==> config.mk <==
export PLATFORM = sky130hd
export DESIGN_NAME = idma_axis_rx_fifo
export DESIGN_NICKNAME = d
export VERILOG_FILES = /design/src/rtl/idma_axis_rx_fifo.sv
export SDC_FILE = /design/constraint.sdc
export NUM_CORES = 1
export LEC_CHECK = 0
export ABC_AREA = 1
export CORE_UTILIZATION = 53
export CTS_CLUSTER_DIAMETER = 60
export DETAILED_ROUTE_END_ITERATION = 6
export MAX_ROUTING_LAYER = met4
export PLACE_DENSITY_LB_ADDON = 0.3
export SETUP_SLACK_MARGIN = 0.05
export SYNTH_ARGS = -nofsm -noshare
export SYNTH_HDL_FRONTEND = slang
export SYNTH_SLANG_ARGS = --single-unit
==> constraint.sdc <==
create_clock -name clk_i -period 4.04 [get_ports clk_i]
set_clock_uncertainty 0.05 [all_clocks]
set_input_delay 0.808 -clock clk_i [delete_from_list [all_inputs] [get_ports clk_i]]
set_output_delay 0.808 -clock clk_i [all_outputs]
set_load 0.01 [all_outputs]
==> src/rtl/idma_axis_rx_fifo.sv <==
// AXI-Stream receive FIFO (first-word-fall-through) with per-packet byte and packet counters.
// Latency: a push into an empty FIFO is visible on out_valid_o one cycle later; pkt_done_o pulses the cycle after a tlast push.
// Backpressure: axis_tready_o drops when full or flushing; a full FIFO never passes a beat through in the same cycle.
module idma_axis_rx_fifo #(
   parameter int unsigned DataWidth = 64,
   parameter int unsigned StrbWidth = DataWidth / 8,
   parameter int unsigned Depth     = 8,
   parameter int unsigned CntWidth  = 32,
   localparam int unsigned AddrW    = $clog2(Depth),
   localparam int unsigned FillW    = $clog2(Depth + 1)
) (
   input  logic                 clk_i,
   input  logic                 rst_ni,
   input  logic                 flush_i,
   input  logic [DataWidth-1:0] axis_tdata_i,
   input  logic [StrbWidth-1:0] axis_tkeep_i,
   input  logic                 axis_tlast_i,
   input  logic                 axis_tvalid_i,
   output logic                 axis_tready_o,
   output logic [DataWidth-1:0] out_data_o,
   output logic [StrbWidth-1:0] out_keep_o,
   output logic                 out_last_o,
   output logic                 out_valid_o,
   input  logic                 out_ready_i,
   output logic [FillW-1:0]     fill_o,
   output logic                 pkt_done_o,
   output logic [CntWidth-1:0]  pkt_bytes_o,
   output logic [CntWidth-1:0]  pkt_count_o,
   output logic                 busy_o
);

   typedef struct packed {
      logic [DataWidth-1:0] dat;
      logic [StrbWidth-1:0] keep;
      logic                 last;
   } entry_t;

   entry_t              mem_q [Depth];
   entry_t              head;
   logic [AddrW-1:0]    wr_q, wr_d, rd_q, rd_d;
   logic [FillW-1:0]    fill_q, fill_d;
   logic [CntWidth-1:0] acc_q, acc_d, bytes_q, bytes_d, cnt_q, cnt_d;
   logic                in_pkt_q, in_pkt_d, done_q, done_d;
   logic                rdy_en_q;
   logic                push, pop, full, empty;
   logic [CntWidth:0]   acc_sum;
   logic [CntWidth-1:0] acc_sat;

   function automatic logic [CntWidth:0] popcnt(input logic [StrbWidth-1:0] k);
      logic [CntWidth:0] n;
      n = '0;
      for (int i = 0; i < StrbWidth; i++) n = n + {{CntWidth{1'b0}}, k[i]};
      return n;
   endfunction

   assign full  = (fill_q == FillW'(Depth));
   assign empty = (fill_q == '0);
   // rdy_en_q holds tready low through reset and until the first edge after release
   assign axis_tready_o = rdy_en_q && !full && !flush_i;
   assign out_valid_o   = !empty && !flush_i;
   assign push          = axis_tvalid_i && axis_tready_o;
   assign pop           = out_valid_o && out_ready_i;

   assign head       = mem_q[rd_q];
   assign out_data_o = head.dat;
   assign out_keep_o = head.keep;
   assign out_last_o = head.last;

   assign fill_o      = fill_q;
   assign pkt_done_o  = done_q;
   assign pkt_bytes_o = bytes_q;
   assign pkt_count_o = cnt_q;
   assign busy_o      = !empty || in_pkt_q;

   assign acc_sum = {1'b0, acc_q} + popcnt(axis_tkeep_i);
   assign acc_sat = acc_sum[CntWidth] ? '1 : acc_sum[CntWidth-1:0];

   always_comb begin
      wr_d     = wr_q;
      rd_d     = rd_q;
      fill_d   = fill_q;
      acc_d    = acc_q;
      bytes_d  = bytes_q;
      cnt_d    = cnt_q;
      in_pkt_d = in_pkt_q;
      done_d   = 1'b0;
      if (flush_i) begin
         wr_d     = '0;
         rd_d     = '0;
         fill_d   = '0;
         acc_d    = '0;
         in_pkt_d = 1'b0;
      end else begin
         if (push) begin
            wr_d = wr_q + AddrW'(1);
            if (axis_tlast_i) begin
               bytes_d  = acc_sat;
               acc_d    = '0;
               cnt_d    = cnt_q + CntWidth'(1);
               done_d   = 1'b1;
               in_pkt_d = 1'b0;
            end else begin
               acc_d    = acc_sat;
               in_pkt_d = 1'b1;
            end
         end
         if (pop) rd_d = rd_q + AddrW'(1);
         case ({push, pop})
            2'b10:   fill_d = fill_q + FillW'(1);
            2'b01:   fill_d = fill_q - FillW'(1);
            default: fill_d = fill_q;
         endcase
      end
   end

   always_ff @(posedge clk_i or negedge rst_ni) begin
      if (!rst_ni) begin
         wr_q     <= '0;
         rd_q     <= '0;
         fill_q   <= '0;
         acc_q    <= '0;
         bytes_q  <= '0;
         cnt_q    <= '0;
         in_pkt_q <= 1'b0;
         done_q   <= 1'b0;
         rdy_en_q <= 1'b0;
      end else begin
         wr_q     <= wr_d;
         rd_q     <= rd_d;
         fill_q   <= fill_d;
         acc_q    <= acc_d;
         bytes_q  <= bytes_d;
         cnt_q    <= cnt_d;
         in_pkt_q <= in_pkt_d;
         done_q   <= done_d;
         rdy_en_q <= 1'b1;
      end
   end

   always_ff @(posedge clk_i) begin
      if (push) mem_q[wr_q] <= '{dat: axis_tdata_i, keep: axis_tkeep_i, last: axis_tlast_i};
   end

endmodule
==> flow_summary.yaml <==
status:
  status: "finished clean"
synthesis:
  synth_top_area_cell: "edfxtp_1"
  synth.area.top_cells: "edfxtp_1, dfrtp_1, nand2_1"
  synth_fa_ha_area_share_pct: 0.891
  ys_seq_elements: 693
  synth_fp_nets: 2664
  yosysSeqAreaShare_pct: 70.1
  syn_inst: 2569
  yosysUniqueCellTypes: 38
  synthesis.area_um2: 28900
  ys.flop_type: "edfxtp_1"
  synth_top_family_by_area: "simple AND/OR/NAND/NOR gates"
  synth_edf_count: 584
  yosys.area.top_type_share_pct: 60.6
  muxShareOfSynthArea_pct: 0
  avgSynthCellArea_um2: 11.3
  synth-compound-area-share_pct: 7.80
  synth_simple_gate_area_share_pct: 17.3
  synth_xor_area_share_pct: 0.697
  synth_async_sr_flop_share_pct: 15.7
  synth_warnings: 0
cts:
  clock_path_buffers: 3
  cts_tree: "yes"
  clk_latency_ns: 0.61
  cts_root_buf: "clkbuf_16"
  numCtsBuffers: 71
  cts_hold_buf: 0
  htree_num_levels: 3
  clk_pin_slew_ns: 0.06
  clock_sinks: 693
detailed_routing:
  viasPerCell: 5.69
  wl_per_cell_um: 19.8
  num_vias: 20240
  first_pass_iters: 6
  drc: 0
  drt_iter0_markers: 1658
  ant_nets: 0
  drt-total-wl_um: 70600
power_and_ir_drop:
  pwr-share-clk_pct: 34.2
  p_seq_share_pct: 42.1
  p_leak_uw: 0.0128
  max-vdd-ir-drop_mv: 0.339
  p_sw_uw: 5550
  power_density_nw_per_um2: 553
  p_int_uw: 13700
  pwr-share-comb_pct: 23.7
  swShare_pct: 28.8
flow_run:
  maxCapViolations: 0
global_routing:
  antenna_found_initial: 6
  grt_pass1_wl_um: 110000
  grt-ovfl-total: 0
  grt_pass1_vias: 20065
  grt_max_degree: 137
  grt_usage_pct: 26.4
floorplan:
  core-area_um2: 53900
  die_h_um: 236
  start_util_pct: 53.6
  io_pins: 223
  die_x_um: 236
  die-area_um2: 55500
  rows: 85
finish:
  layout.nets: 2898
  final_core_utilization_pct: 64.7
  syn2layout_area_growth_pct: 20.7
  nFillCells: 3996
  final_common_cell: "nand2_1"
  drive_gt1_share_pct: 7.77
  multi_input_area_um2: 7830
  area.sequential_um2: 20300
  final_cell_mix: "nand2_1, edfxtp_1, nor2_1"
sta:
  finalCritPeriodShare_pct: 95.6
  slew-limit-headroom_pct: 45.4
  slew_viol_final: 0
  setup_viol: 0
  tns_ns: 0
  fin_crit_ns: 3.86
  clock.fmax_ghz: 0.259
  tightestPinTransition_ns: 0.819
  hold_viol: 0
  grt_setup_unrepaired: "no"
placed_design:
  dp_hpwl_um: 39600
  place_congestion: 0.903
  port-buffer-count: 222
setup_path:
  worst_ep_arrival_time_ns: 3.00
  cp_max_fo: 68
  r2r_slack_ns: 0.86
  crit_slowest_cell: "dfrtp_4"
  start_kind: "flip-flop"
  crit_path_end_kind: "output pin"
  cpMostUsedCell: "nand2_1"
  cp_slowest_stage_delay_ns: 0.64
  critPathKind: "flip-flop to output pin"
  path_cells: "inv_16 -> buf_12 -> nor2_1 -> o32ai_1 -> nand2_1 -> nand2_1 -> clkdlybuf4s50_1"
  timing.rr.start: "acc_q[0]"
  r2r_end: "acc_q[26]"
  reg2reg_depth: 15
  required_ns: 3.18
hold_path:
  hold_path.class: "primary input to asynchronous set/reset pin"
[logic make-up (layout without fill, tap and decap cells)]
| group | Yosys count | count (layout) |
|---|---|---|
| simple gates | 1270 | 1270 |
| flops | 693 | 693 |
| compound gates | 339 | 339 |
| buf+inv | 226 | 513 |
| xor+xnor | 23 | 23 |
| fa+ha+maj | 17 | 17 |
| other cells | 1 | 8 |
[cell usage after synthesis (3+ instances only)]
library cell / n
nand3b_1: 10
nor3_1: 16
fa_1: 6
clkbuf_1: 73
o32ai_1: 146
buf_2: 47
ha_1: 11
inv_1: 90
o22ai_1: 3
nor2_2: 4
edfxtp_1: 584
a21oi_1: 3
nand2_1: 623
xor2_1: 12
nor2_1: 528
o21ai_0: 174
nand4_1: 10
nand3_1: 71
o21ai_1: 10
dfrtp_1: 109
xnor2_1: 11
buf_6: 3
buf_1: 7
[flip-flops by register name, indices dropped and copies added, names as in the netlist]
register	cells
pkt_bytes_o	32
pkt_done_o	1
acc_q	32
in_pkt_q	1
rd_q	3
mem_q	584
rdy_en_q	1
pkt_count_o	32
fill_o	4
wr_q	3
[power by group through the flow]
| stage | Sequential (µW) | Clock, µW | Combinational [µW] |
|---|---|---|---|
| CTS | 8120 | 6720 | 4500 |
| finish | 8120 | 6590 | 4580 |
| global route | 8130 | 7000 | 5010 |
| floorplan | 8210 | 0 | 2550 |
| detailed placement | 8270 | 0 | 4410 |
| global placement | 8280 | 0 | 4290 |
[worst max-delay path, delay by kind of cell (launching register included)]
kind	cells	cell delay (ns)
AOI/OAI and AO/OA	1	0.31
and+or+nand+nor	3	0.32
DFF	1	0.64
buffers and inverters	3	1.09
[worst max path at each step]
stage,to,from,cells after the start,slack (ns)
after floorplan,mem_q[0][0],flush_i,5,-0.93
after global placement,pkt_bytes_o[18],axis_tkeep_i[0],17,-0.67
after detailed placement,pkt_bytes_o[18],axis_tkeep_i[0],17,-0.77
after CTS,pkt_bytes_o[26],axis_tkeep_i[1],17,0.08
after global routing,out_data_o[62],rd_q[0],7,0.05
final,out_data_o[18],rd_q[0],7,0.18
[area by class of cell]
class | count | share of cell area, %
Sequential cell | 693 | 58.1
Multi-Input combinational cell | 1650 | 22.4
Timing Repair Buffer | 294 | 9.14
Clock buffer | 87 | 5.56
Tap cell | 696 | 2.50
Clock inverter | 39 | 1.17
Inverter | 93 | 1.05
Antenna cell | 7 | 0.0502
[routing by layer]
layer  vias up  GRT usage (%)  part of all wire, %
met4         0           8.83                  2.2
li1       9438              -                    -
met3       116           5.18                  7.2
met5         -              -                    0
met2       698           41.9                   49
met1      9988           34.1                   42
[per-stage QoR]
stage	hold WS (ns)	cell area [µm²]	setup slack (ns)	total power (µW)	instances
floorplan	0.405	28900	-0.929	10800	2569
global placement	0.415	32400	-0.674	12600	3422
detailed placement	0.414	32400	-0.766	12700	3422
CTS	0.242	34800	0.0754	19300	3549
global route	0.291	34900	0.0509	20200	3558
finish	0.214	34900	0.178	19300	3559
[repair_timing]
| action | CTS | global route |
|---|---|---|
| gates cloned | 0 | 1 |
| buffers inserted | 1 | 2 |
| gates resized for setup | 8 | 19 |
| pin swaps | 3 | 9 |
| setup endpoints to repair | 77 | 83 |
Power figures use the tool's default switching activity.
